File: src/rtl/fp16_add_seq_if.sv
// Handshake and byte-wide memory port between fp16_add_seq and its host/memory.
//   start       : host -> engine, single-cycle request
//   busy, done  : engine status
//   mem_addr    : engine byte address
//   mem_rd_data : memory -> engine, registered read data
//   mem_wr_en   : engine write strobe
//   mem_wr_data : engine write data
interface fp16_add_seq_if;
  logic       start;
  logic       busy;
  logic       done;
  logic [7:0] mem_addr;
  logic [7:0] mem_rd_data;
  logic       mem_wr_en;
  logic [7:0] mem_wr_data;

  modport master (
    output start, mem_rd_data,
    input  busy, done, mem_addr, mem_wr_en, mem_wr_data
  );

  modport slave (
    input  start, mem_rd_data,
    output busy, done, mem_addr, mem_wr_en, mem_wr_data
  );
endinterface

File: src/rtl/fp16_add_seq.sv
// Multi-cycle FP16 adder: reads A and B byte-wise from data memory, aligns,
// adds, normalizes and writes the sum back, then raises done.
//   clk, reset : rising-edge clock, asynchronous active-high reset
//   bus        : slave side of fp16_add_seq_if (start/busy/done + memory port)
module fp16_add_seq #(
  parameter int unsigned OP_BASE   = 128,
  parameter int unsigned ALIGN_CAP = 12
) (
  input  logic         clk,
  input  logic         reset,
  fp16_add_seq_if.slave bus
);

  localparam int unsigned MW = 12;
  localparam int unsigned EW = 7;
  localparam logic [7:0]  BASE8 = 8'(OP_BASE);
  localparam logic [4:0]  CAP5  = 5'(ALIGN_CAP);
  localparam logic [3:0]  CAP4  = 4'(ALIGN_CAP);

  typedef enum logic [3:0] {
    IDLE, RD0, RD1, RD2, RD3, RDW, UNPACK, ALIGN, ADD, NORM, PACK, WRH, WRL, DONE
  } state_t;

  state_t                 state_q, state_d;
  logic [15:0]            a_q, a_d, b_q, b_d;
  logic                   sx_q, sx_d, sy_q, sy_d;
  logic signed [EW-1:0]   ex_q, ex_d;
  logic [MW-1:0]          mx_q, mx_d, my_q, my_d;
  logic [3:0]             d_q, d_d;
  logic [7:0]             res_lo_q, res_lo_d;
  logic                   busy_q, busy_d, done_q, done_d, wr_en_q, wr_en_d;
  logic [7:0]             addr_q, addr_d, wr_data_q, wr_data_d;

  // Operand unpack: hidden bit restored, e=0 flushes to zero
  logic [4:0]    ea, eb, ex_u, ey_u, diff;
  logic [MW-1:0] ma, mb, sum_m;
  logic          swap;
  logic [3:0]    d_un;
  logic [15:0]   packed_res;

  assign ea   = a_q[14:10];
  assign eb   = b_q[14:10];
  assign ma   = (ea == 5'd0) ? 12'd0 : {2'b01, a_q[9:0]};
  assign mb   = (eb == 5'd0) ? 12'd0 : {2'b01, b_q[9:0]};
  assign swap = (eb > ea) || ((eb == ea) && (mb > ma));
  assign ex_u = swap ? eb : ea;
  assign ey_u = swap ? ea : eb;
  assign diff = ex_u - ey_u;
  assign d_un = (diff > CAP5) ? CAP4 : diff[3:0];

  // X is the larger magnitude, so subtraction never goes negative
  assign sum_m = (sx_q == sy_q) ? (mx_q + my_q) : (mx_q - my_q);

  // Zero, overflow saturation and underflow checked on the wide exponent
  always_comb begin
    if (mx_q == 12'd0)           packed_res = 16'h0000;
    else if (ex_q > 7'sd31)      packed_res = {sx_q, 5'h1F, 10'h3FF};
    else if (ex_q < 7'sd1)       packed_res = 16'h0000;
    else                         packed_res = {sx_q, ex_q[4:0], mx_q[9:0]};
  end

  function automatic logic need_norm(input logic [MW-1:0] m);
    return m[11] | (~m[10] & (m != 12'd0));
  endfunction

  // Next-state and registered-output logic
  always_comb begin
    state_d   = state_q;
    a_d       = a_q;
    b_d       = b_q;
    sx_d      = sx_q;
    sy_d      = sy_q;
    ex_d      = ex_q;
    mx_d      = mx_q;
    my_d      = my_q;
    d_d       = d_q;
    res_lo_d  = res_lo_q;
    wr_data_d = wr_data_q;
    addr_d    = addr_q;

    case (state_q)
      IDLE, DONE: if (bus.start) state_d = RD0;
      RD0: state_d = RD1;
      RD1: begin a_d[15:8] = bus.mem_rd_data; state_d = RD2; end
      RD2: begin a_d[7:0]  = bus.mem_rd_data; state_d = RD3; end
      RD3: begin b_d[15:8] = bus.mem_rd_data; state_d = RDW; end
      RDW: begin b_d[7:0]  = bus.mem_rd_data; state_d = UNPACK; end
      UNPACK: begin
        sx_d    = swap ? b_q[15] : a_q[15];
        sy_d    = swap ? a_q[15] : b_q[15];
        ex_d    = {2'b00, ex_u};
        mx_d    = swap ? mb : ma;
        my_d    = swap ? ma : mb;
        d_d     = d_un;
        state_d = (d_un == 4'd0) ? ADD : ALIGN;
      end
      ALIGN: begin
        my_d = my_q >> 1;
        d_d  = d_q - 4'd1;
        if (d_q == 4'd1) state_d = ADD;
      end
      ADD: begin
        mx_d    = sum_m;
        state_d = need_norm(sum_m) ? NORM : PACK;
      end
      NORM: begin
        if (mx_q[11]) begin
          mx_d = mx_q >> 1;
          ex_d = ex_q + 7'sd1;
        end else begin
          mx_d = mx_q << 1;
          ex_d = ex_q - 7'sd1;
        end
        state_d = need_norm(mx_d) ? NORM : PACK;
      end
      PACK: begin
        wr_data_d = packed_res[15:8];
        res_lo_d  = packed_res[7:0];
        state_d   = WRH;
      end
      WRH: begin wr_data_d = res_lo_q; state_d = WRL; end
      WRL: state_d = DONE;
      default: state_d = IDLE;
    endcase

    // Outputs track the state being entered so they are valid throughout it
    busy_d  = !(state_d inside {IDLE, DONE});
    done_d  = (state_d == DONE);
    wr_en_d = (state_d inside {WRH, WRL});
    case (state_d)
      RD0:     addr_d = BASE8;
      RD1:     addr_d = BASE8 + 8'd1;
      RD2:     addr_d = BASE8 + 8'd2;
      RD3:     addr_d = BASE8 + 8'd3;
      WRH:     addr_d = BASE8 + 8'd4;
      WRL:     addr_d = BASE8 + 8'd5;
      default: addr_d = addr_q;
    endcase
  end

  always_ff @(posedge clk or posedge reset) begin
    if (reset) begin
      state_q   <= IDLE;
      a_q       <= '0;
      b_q       <= '0;
      sx_q      <= 1'b0;
      sy_q      <= 1'b0;
      ex_q      <= '0;
      mx_q      <= '0;
      my_q      <= '0;
      d_q       <= '0;
      res_lo_q  <= '0;
      busy_q    <= 1'b0;
      done_q    <= 1'b0;
      wr_en_q   <= 1'b0;
      addr_q    <= '0;
      wr_data_q <= '0;
    end else begin
      state_q   <= state_d;
      a_q       <= a_d;
      b_q       <= b_d;
      sx_q      <= sx_d;
      sy_q      <= sy_d;
      ex_q      <= ex_d;
      mx_q      <= mx_d;
      my_q      <= my_d;
      d_q       <= d_d;
      res_lo_q  <= res_lo_d;
      busy_q    <= busy_d;
      done_q    <= done_d;
      wr_en_q   <= wr_en_d;
      addr_q    <= addr_d;
      wr_data_q <= wr_data_d;
    end
  end

  assign bus.busy        = busy_q;
  assign bus.done        = done_q;
  assign bus.mem_wr_en   = wr_en_q;
  assign bus.mem_addr    = addr_q;
  assign bus.mem_wr_data = wr_data_q;

endmodule

File: src/flat_wrapper.sv
// flat-port wrapper written by rule: the top's interface ports become plain ports
module fp16_add_seq_flat 
#(
  parameter int unsigned OP_BASE   = 128,
  parameter int unsigned ALIGN_CAP = 12
)
  (clk, reset, bus_start, bus_mem_rd_data, bus_busy, bus_done, bus_mem_addr, bus_mem_wr_en, bus_mem_wr_data);
  fp16_add_seq_if bus_i ();
  input  logic clk;
  input  logic reset;
  input wire logic [$bits(bus_i.start)-1:0] bus_start;
  input wire logic [$bits(bus_i.mem_rd_data)-1:0] bus_mem_rd_data;
  output wire logic [$bits(bus_i.busy)-1:0] bus_busy;
  output wire logic [$bits(bus_i.done)-1:0] bus_done;
  output wire logic [$bits(bus_i.mem_addr)-1:0] bus_mem_addr;
  output wire logic [$bits(bus_i.mem_wr_en)-1:0] bus_mem_wr_en;
  output wire logic [$bits(bus_i.mem_wr_data)-1:0] bus_mem_wr_data;
  assign bus_i.start = bus_start;
  assign bus_i.mem_rd_data = bus_mem_rd_data;
  assign bus_busy = bus_i.busy;
  assign bus_done = bus_i.done;
  assign bus_mem_addr = bus_i.mem_addr;
  assign bus_mem_wr_en = bus_i.mem_wr_en;
  assign bus_mem_wr_data = bus_i.mem_wr_data;
  fp16_add_seq #(.OP_BASE(OP_BASE), .ALIGN_CAP(ALIGN_CAP)) u_core (.clk(clk), .reset(reset), .bus(bus_i));
endmodule
File: config.mk
export PLATFORM = sky130hd
export DESIGN_NAME = fp16_add_seq_flat
export DESIGN_NICKNAME = d
export VERILOG_FILES = /design/src/rtl/fp16_add_seq_if.sv /design/src/rtl/fp16_add_seq.sv /design/src/flat_wrapper.sv
export SDC_FILE = /design/constraint.sdc
export NUM_CORES = 1
export LEC_CHECK = 0
export ABC_AREA = 0
export BUFFER_PORTS_ARGS = -buffer_cell sky130_fd_sc_hd__buf_2
export CAP_MARGIN = 20
export CORE_UTILIZATION = 55
export DETAILED_ROUTE_END_ITERATION = 12
export HOLD_SLACK_MARGIN = 0.12
export PLACE_DENSITY_LB_ADDON = 0.25
export SLEW_MARGIN = 30
export SYNTH_ARGS = -nofsm -noshare
export SYNTH_HDL_FRONTEND = slang
export SYNTH_SLANG_ARGS = --single-unit
File: constraint.sdc
create_clock -name clk -period 4.68 [get_ports clk]
set_input_delay 0.702 -clock clk [delete_from_list [all_inputs] [get_ports clk]]
set_output_delay 0.702 -clock clk [all_outputs]
set_load 0.02 [all_outputs]
==> impl_metrics.ini, run 1 <==
[detailed_routing]
routedWlPerCell_um = 18.0
dr_total_vias = 5521
drc_errors = 0
antenna_left = 0
drtIter0Drc = 392
vias_per_cell = 6.26
drt-total-wl_um = 15800
firstDrtPassIters = 5

[synth]
synth_edf_count = 0
synth_warnings = 0
synthCells = 728
ys_seq_elements = 95
synth_top_family_by_area = compound AO/OA/AOI/OAI gates
muxShareOfSynthArea_pct = 7.57
avgSynthCellArea_um2 = 8.67
post_synth_and_or_nand_nor_area_fraction_pct = 18.9
synthFlopType = dfrtp_1
synthAdderAreaFrac_pct = 6.86
syn_area_um2 = 6310
async_flop_share_pct = 100
yosysUniqueCellTypes = 67
ys_seq_area_share_pct = 37.6
synth_compound_area_share_pct = 21.3
synth_xor_area_share_pct = 3.17

[finish]
flow.area_growth_from_synthesis_pct = 7.89
fin_nets = 782
final_common_cell = dfrtp_1
final_layout_size_suffix_gt1_share_pct = 13.7
mostFrequentLayoutCells = dfrtp_1 (94), nand2_1 (86), nor2_1 (73)
antennaDiodeCount = 0

[cts]
clock-sinks = 95
cts-root-buf = clkbuf_16
cts_hold_buf = 0
clk_path_buf_depth = 2
clk_latency_ns = 0.34
cts_setup_buffers = 0
clk_pin_slew_ns = 0.07
numCtsBuffers = 9
htreeDepth = 3
cts.repair.resized = 0
cts_tree = yes

[placed_design]
post-dp-hpwl_um = 11800
numPortBuffers = 25
gp_congestion = 0.963

[global_route]
grt_max_degree = 67
grt_pass1_wl_um = 26300
gr-total-overflow = 0
grt.total_usage_pct = 28.6
antenna_found_initial = 0
grt_pass1_vias = 5240

[floorplan]
die_h_um = 109
rows = 38
start_util_pct = 57.2
ios = 30
core_area_um2 = 11000
die_area_um2 = 11900
die_w_um = 109

[setup_path]
cpPeakStageDelay_ns = 0.50
slowest_stage = o41ai_2
crit_fanout = 13
cp-start-kind = flip-flop
critPathKind = flip-flop to flip-flop
cp-end-kind = flip-flop
cp.required_ns = 4.89
crit_buf_inv = 0
cp.arrival_ns = 4.52
path_delay_family = compound AO/OA/AOI/OAI gates
cp_cell_sequence = nor4_1 > nand2_1 > and2_1 > ha_1 > a21o_1 > a2111o_1 > o21a_2 > o211a_1 > or3_1 > a211oi_2 > xnor2_1 > o41ai_2 > nand3_1

[sta]
rsz0062_at_grt = no
finalHoldViolCount = 0
timing.setup.tns_ns = 0
worst_slew_pin_slew_ns = 0.952
finalWorstPathRequiredPeriod_ns = 4.31
slew_headroom_pct = 36.2
min_period_over_period_pct = 92.1
timing.fmax_mhz = 232
slew_violations = 0
setup_viol = 0
fin_worst_skew_ns = 0.00816

[run_status]
status = completed

[worst_hold_path]
hold_class = primary input to asynchronous set/reset pin

[job]
drv_cap = 0
==> cells in the mapped netlist, types with 5 or more instances <==
cell type	number	area share (%)
a22oi_1	5	0.59
or3_1	5	0.50
nor2_1	73	4.3
a222oi_1	6	0.95
o211ai_1	20	2.4
inv_1	23	1.4
o31ai_1	5	0.59
dfrtp_1	95	38
xnor2_1	6	0.83
a31oi_1	15	1.5
ha_1	33	6.5
nor3_1	16	1.3
a21o_1	6	0.71
mux2_2	38	6.8
and3_1	10	0.99
clkbuf_1	27	1.6
a21oi_1	58	4.6
mux2i_1	5	0.79
nand2_1	86	5.1
and2_1	13	1.3
nor4_1	10	0.99
o21ai_0	57	4.5
nand3_1	18	1.4
a211oi_1	6	0.71
or4_1	6	0.71
xor2_1	15	2.1
==> through the flow <==
step / utilization [%] / cells / worst slack, ns / hold WS, ns / area (um2)
4_1_cts: 61.7 / 882 / 0.403 / 0.446 / 6810
3_5_place_dp: 59.0 / 866 / 0.466 / 0.456 / 6510
6_report: 61.8 / 882 / 0.370 / 0.424 / 6810
3_3_place_gp: 59.0 / 866 / 0.525 / 0.454 / 6510
5_1_grt: 61.8 / 882 / 0.105 / 0.479 / 6810
2_1_floorplan: - / 731 / 0.765 / 0.449 / 6330
==> sequential cells by signal, indices dropped and copies added, names as in the netlist <==
| register | cells |
|---|---|
| u_core.a_q | 16 |
| u_core.b_q | 16 |
| u_core.bus.busy | 1 |
| u_core.bus.done | 1 |
| u_core.bus.mem_addr | 4 |
| u_core.bus.mem_wr_data | 8 |
| u_core.bus.mem_wr_en | 1 |
| u_core.d_q | 4 |
| u_core.ex_q | 7 |
| u_core.mx_q | 12 |
| u_core.my_q | 11 |
| u_core.res_lo_q | 8 |
| u_core.state_q | 4 |
| u_core.sx_q | 1 |
| u_core.sy_q | 1 |
==> per-layer routing <==
metal / GRT usage [%] / up-vias / wire (um)
li1: - / 2661 / -
met1: 39.1 / 2661 / 7330
met2: 45.3 / 170 / 7340
met3: 4.66 / 29 / 778
met4: 11.0 / 0 / 401
met5: 0 / - / 0
==> cell families (layout without fill, tap and decap cells) <==
| logic type | Yosys count | in the layout |
|---|---|---|
| flip-flops | 95 | 95 |
| AND/OR/NAND/NOR | 258 | 258 |
| AO/OA/AOI/OAI | 211 | 211 |
| adder cells (fa/ha/maj) | 34 | 34 |
| multiplexers | 43 | 43 |
| XOR/XNOR | 22 | 22 |
| buffers and inverters | 64 | 75 |
| other | 1 | 4 |
==> layout make-up <==
cell class,count,area (um2)
timing repair buffer,34,193
inverter,25,95.1
sequential,95,2380
multi-input combinational,572,3670
fill,953,4220
clock inverter,6,68.8
clock buffer,10,229
tap,140,175
==> final timing paths <==
kind / slack, ns / to / cells after the start / from
setup / recovery: 0.37 / u_core.state_q[0] / 13 / u_core.b_q[11]
hold / removal: 0.42 / u_core.bus.busy / 2 / reset
setup reg to reg: 0.37 / u_core.state_q[0] / 13 / u_core.b_q[11]
hold reg to reg: 0.47 / u_core.bus.mem_addr[7] / 2 / u_core.bus.mem_addr[7]
max in group asynchronous: 3.09 / u_core.a_q[5] / 3 / reset
min in group clk: 0.47 / u_core.bus.mem_addr[7] / 2 / u_core.bus.mem_addr[7]
==> worst reg2reg max path: cells and delay by family (launching register included) <==
family,cells,cell delay (ns)
AOI/OAI and AO/OA,6,1.86
adders and majority gates,1,0.32
DFF,1,0.45
and+or+nand+nor,5,1.40
xor gates and xnor gates,1,0.15
Power of run 1 is left out: the tool's default activity adds up to more than one toggle a clock period on the data nets, which glitch-free logic cannot reach.
==> run 2, diff against run 1 <==
- ABC_AREA: 0 -> 1
==> run 2 against run 1 <==
  * Fmax grew 2.0%
  * Routed wire length rose by 4.1%
  * Area after synthesis grew 1.1%
==> impl_metrics.ini, run 2 <==
[run_status]
status = completed

[finish]
flow.area_growth_from_synthesis_pct = 7.92
final_layout_size_suffix_gt1_share_pct = 9.12
mostFrequentLayoutCells = nand2_1 (174), inv_1 (117), o21ai_0 (96)
final_common_cell = nand2_1
fin_cells = 1017
design_area_um2 = 6890
antennaDiodeCount = 0
fin_nets = 917
reg_top3 = u_core.a_q x16, u_core.b_q x16, u_core.mx_q x12

[global_route]
grt_pass1_wl_um = 27100
gr-total-overflow = 0
grt_pass1_vias = 5508
antenna_found_initial = 0
grt_max_degree = 62
grt.total_usage_pct = 29.7

[setup_path]
r2r_slack_ns = 0.46
slowest_stage = dfrtp_1
cp-start-kind = flip-flop
crit_fanout = 33
crit_top_cell = nand2_1
cp.depth = 27
critPathKind = flip-flop to flip-flop
reg2reg_to = u_core.bus.mem_addr[1]
cp.arrival_ns = 4.46
cpPeakStageDelay_ns = 0.45
cp-end-kind = flip-flop
crit_buf_inv = 3
reg2reg_from = u_core.b_q[12]
ff2ff_path_depth = 27
cp.required_ns = 4.92
path_delay_family = simple AND/OR/NAND/NOR gates

[cts]
clk_pin_slew_ns = 0.07
cts.repair.resized = 0
clk_latency_ns = 0.36
clock-sinks = 95
clk_path_buf_depth = 2
cts_hold_buf = 0
cts_setup_buffers = 0
numCtsBuffers = 9
cts-root-buf = clkbuf_16
cts_tree = yes
htreeDepth = 3

[placed_design]
post-dp-hpwl_um = 12700
place_area_um2 = 6600
numPortBuffers = 25
dp_cells = 1001
pre_cts_ws_ns = 0.518
gp_congestion = 0.904

[synth]
yosysUniqueCellTypes = 47
synthFlopType = dfrtp_1
avgSynthCellArea_um2 = 7.43
ys_seq_elements = 95
ys_seq_area_share_pct = 37.2
synth_warnings = 0
synth_edf_count = 0
async_flop_share_pct = 100
yosys.area.top_type = dfrtp_1
synth_area_leaders = dfrtp_1 (37%), nand2_1 (10%), o21ai_0 (7.5%)
synth_common_cells = nand2_1 (174), inv_1 (118), o21ai_0 (96)
synthCells = 860
syn_area_um2 = 6390
synth_most_common_cell = nand2_1
yosysTopAreaCellShare_pct = 37.2

[detailed_routing]
antenna_left = 0
drt-total-wl_um = 16500
drtIter0Drc = 509
firstDrtPassIters = 5
vias_per_cell = 5.79
dr_total_vias = 5884
drc_errors = 0
routedWlPerCell_um = 16.2

[sta]
finalHoldViolCount = 0
setup_viol = 0
worst_slew_pin_slew_ns = 0.860
timing.setup.tns_ns = 0
timing.fmax_mhz = 237
fin_worst_skew_ns = 0.0150
slew_headroom_pct = 42.6
finalWorstPathRequiredPeriod_ns = 4.22
setup_ws_ns = 0.456
slew_violations = 0
min_period_over_period_pct = 90.3
rsz0062_at_grt = no

[floorplan]
die_w_um = 110
core_area_um2 = 11100
die_h_um = 110
rows = 38
die_area_um2 = 12000
start_util_pct = 57.6
ios = 30

[worst_hold_path]
hold_class = primary input to asynchronous set/reset pin

[job]
drv_cap = 0
[run 2: cell count changes after synthesis, sizes merged, moves of 11 or more]
cell and change:
nand2 +101, nand3 +16, o21ai +40, a22oi +11
mux2 -38, and2 -12, inv +101
[run 2: kinds of logic (layout without fill, tap and decap cells)]
group | count (synthesis) | count (layout) | share of synthesized area [%]
flip-flops | 95 | 95 | 37.2
XOR/XNOR | 22 | 22 | 3.02
AND/OR/NAND/NOR | 317 | 317 | 21.8
AO/OA/AOI/OAI | 233 | 233 | 21.6
buffers and inverters | 158 | 172 | 9.54
other | 1 | 4 | 0.0587
adder cells (fa/ha/maj) | 34 | 34 | 6.78
[run 2: worst max path at each step]
stage               slack, ns            from                      to
floorplan                1.29  u_core.b_q[12]  u_core.bus.mem_addr[0]
global placement         0.71  u_core.b_q[12]  u_core.bus.mem_addr[1]
detailed placement       0.52  u_core.b_q[12]  u_core.bus.mem_addr[0]
CTS                      0.51  u_core.b_q[12]  u_core.bus.mem_addr[1]
global route             0.07  u_core.b_q[12]  u_core.bus.mem_addr[0]
finish                   0.46  u_core.b_q[12]  u_core.bus.mem_addr[1]
[run 2: worst register-to-register path, cell delays in order (launching register included)]
cell and delay, ns:
dfrtp_1 0.45, nor3_1 0.20, nand3_1 0.42, nand2_1 0.17
inv_1 0.08, ha_1 0.30, nand2_1 0.08, nor3_2 0.23
nand2_1 0.08, nand2_1 0.07, inv_2 0.04, nand2_4 0.09
nand2_4 0.20, nand2_2 0.14, nand3_2 0.08, ha_1 0.18
inv_1 0.06, nand3_2 0.08, xnor2_1 0.27, nand4_2 0.17
nand2_2 0.12, nand2_2 0.08, nor2_2 0.16, nand2_1 0.07
nand2_1 0.07, nand2_2 0.08, nand3_1 0.07, nand2_1 0.07
[run 2: layout make-up]
class | instances | area (um2)
tap | 140 | 175
inverter | 127 | 482
fill | 999 | 4190
timing repair buffer | 29 | 155
clock buffer | 10 | 239
sequential | 95 | 2380
multi-input combinational | 610 | 3410
clock inverter | 6 | 50.0
[run 2: layer usage]
metal | vias to the layer above | GRT usage, % | wire length (um)
met4 | 0 | 13.5 | 490
met1 | 2753 | 39.4 | 7560
li1 | 2905 | - | -
met3 | 36 | 5.04 | 937
met5 | - | 0 | 0
met2 | 190 | 47.5 | 7510
[run 2: metrics by stage]
stage	utilization (%)	hold slack (ns)
floorplan	-	0.453
global placement	59.5	0.454
detailed placement	59.6	0.455
CTS	62.2	0.401
global route	62.2	0.439
finish	62.2	0.379
Power of run 2 is left out for the same reason.
==> run 3, diff against run 2 <==
- SKIP_LAST_GASP: default -> 1
- clock period: 4.68 -> 3.5 ns (I/O delays scaled with it)
==> run 3 against run 2 <==
  * The run now ends with negative setup slack left
  * Register-to-register slack lost 0.51 ns
  * Highest routed layer unchanged
  * Largest cell class unchanged
  * Clock skew decreased by 0.0047 ns
  * First-iteration DRC count up 27%
==> impl_metrics.ini, run 3 (synthesized netlist as in run 2, its figures left out) <==
[run_status]
status = finished, violations left
violations = negative setup slack

[sta]
slew_violations = 0
setup_ws_ns = -0.0540
fin_hold_ws_ns = 0.240
fin_worst_skew_ns = 0.0103
worst_slew_pin_slew_ns = 0.970
min_period_over_period_pct = 102
rsz0062_at_grt = yes
setup_viol = 6
timing.fmax_mhz = 281
slew_headroom_pct = 35.1
finalWorstPathRequiredPeriod_ns = 3.55
finalHoldViolCount = 0

[setup_path]
cp-start-kind = flip-flop
reg2reg_to = u_core.bus.mem_addr[0]
critPathKind = flip-flop to flip-flop
reg2reg_from = u_core.b_q[13]
cp.arrival_ns = 3.79
crit_top_cell = nand2_1
r2r_slack_ns = -0.05
crit_fanout = 7
crit_start = u_core.b_q[13]
cp-end-kind = flip-flop
cpPeakStageDelay_ns = 0.40
cp.required_ns = 3.74
slowest_stage = dfrtp_1
ff2ff_path_depth = 30
endpoint = u_core.bus.mem_addr[0]

[finish]
mostFrequentLayoutCells = nand2_1 (164), inv_1 (111), dfrtp_1 (95)
fin_nets = 970
multi_input_area_um2 = 3730
final_layout_size_suffix_gt1_share_pct = 19.0
final_common_cell = nand2_1
antennaDiodeCount = 0
final-seq-area_um2 = 2380
flow.area_growth_from_synthesis_pct = 19.7
reg_top3 = u_core.a_q x16, u_core.b_q x16, u_core.mx_q x12
nFillCells = 925
fin_cells = 1070

[placed_design]
pre_cts_ws_ns = -0.0456
numPortBuffers = 25
post-dp-hpwl_um = 13000
gp_congestion = 0.934
dp_cells = 1039

[cts]
htreeDepth = 3
numCtsBuffers = 9
cts-root-buf = clkbuf_16
clk_pin_slew_ns = 0.07
cts_tree = yes
clk_path_buf_depth = 2
cts_hold_buf = 0
clk_latency_ns = 0.35
clock-sinks = 95

[job]
drv_cap = 0

[detailed_routing]
vias_per_cell = 5.82
antenna_left = 0
routedWlPerCell_um = 16.7
firstDrtPassIters = 5
drt-total-wl_um = 17800
drc_errors = 0
drtIter0Drc = 648
dr_total_vias = 6229

[global_route]
grt_max_degree = 58
gr-total-overflow = 0
grt_pass1_wl_um = 28000
grt.total_usage_pct = 30.7
grt_pass1_vias = 5846
antenna_found_initial = 0

[floorplan]
die_w_um = 110
die_area_um2 = 12000
rows = 38
die_h_um = 110
ios = 30
start_util_pct = 57.6
core_area_um2 = 11100

[worst_hold_path]
hold_class = primary input to asynchronous set/reset pin
run 3: changes by cell type in the layout (fill, tap and decap cells not counted), sizes merged:
cell,change
clkinvlp,+1
clkbuf,-1
buf,+53
bufinv,+1
clkinv,+1
inv,-2
run 3: area by class of cell:
class | count | share of cell area, %
Clock buffer | 9 | 2.95
Clock inverter | 7 | 1.03
Inverter | 127 | 6.28
Multi-Input combinational cell | 610 | 48.8
Sequential cell | 95 | 31.1
Tap cell | 140 | 2.29
Timing Repair Buffer | 82 | 7.54
run 3: critical path: cells and delay by family (launching register included):
| family | cells | cell delay [ns] |
|---|---|---|
| simple gates | 24 | 2.16 |
| buf+inv | 5 | 0.54 |
| flops | 1 | 0.40 |
| fa+ha+maj | 1 | 0.30 |
run 3: metal layers:
| metal | part of all wire [%] | routed length, um | global-route usage (%) | vias to the layer above |
|---|---|---|---|---|
| met2 | 47 | 8460 | 49.2 | 242 |
| li1 | - | - | - | 3012 |
| met4 | 2.6 | 463 | 14.5 | 0 |
| met5 | 0 | 0 | 0 | - |
| met3 | 6.6 | 1180 | 5.57 | 41 |
| met1 | 43 | 7740 | 40.3 | 2934 |
run 3: through the flow:
step / area (um2) / setup TNS, ns / util (%)
6_report: 7650 / -0.210 / 69.0
5_1_grt: 7650 / -2.25 / 69.0
4_1_cts: 7360 / 0 / 66.5
3_5_place_dp: 6890 / -0.171 / 62.2
3_3_place_gp: 6890 / 0 / 62.2
2_1_floorplan: 6400 / 0 / -
run 3: worst min path at each step:
stage                                 startpoint                      to  slack, ns  cells past startpoint
final                                      reset          u_core.ex_q[2]       0.24                      2
after global routing                       reset          u_core.ex_q[2]       0.31                      2
after CTS                                  reset          u_core.ex_q[2]       0.26                      2
after detailed placement  u_core.bus.mem_addr[2]  u_core.bus.mem_addr[2]       0.46                      2
after global placement    u_core.bus.mem_addr[7]  u_core.bus.mem_addr[7]       0.45                      1
after floorplan                    u_core.a_q[0]           u_core.a_q[0]       0.45                      2
run 3: repair_timing:
action	4_1_cts	5_1_grt
buffers inserted	10	5
resized for setup	15	52
setup endpoints to repair	5	20
cloned	1	0
hold endpoints to repair	0	0
pin swaps	12	30
Power of run 3 is left out for the same reason.
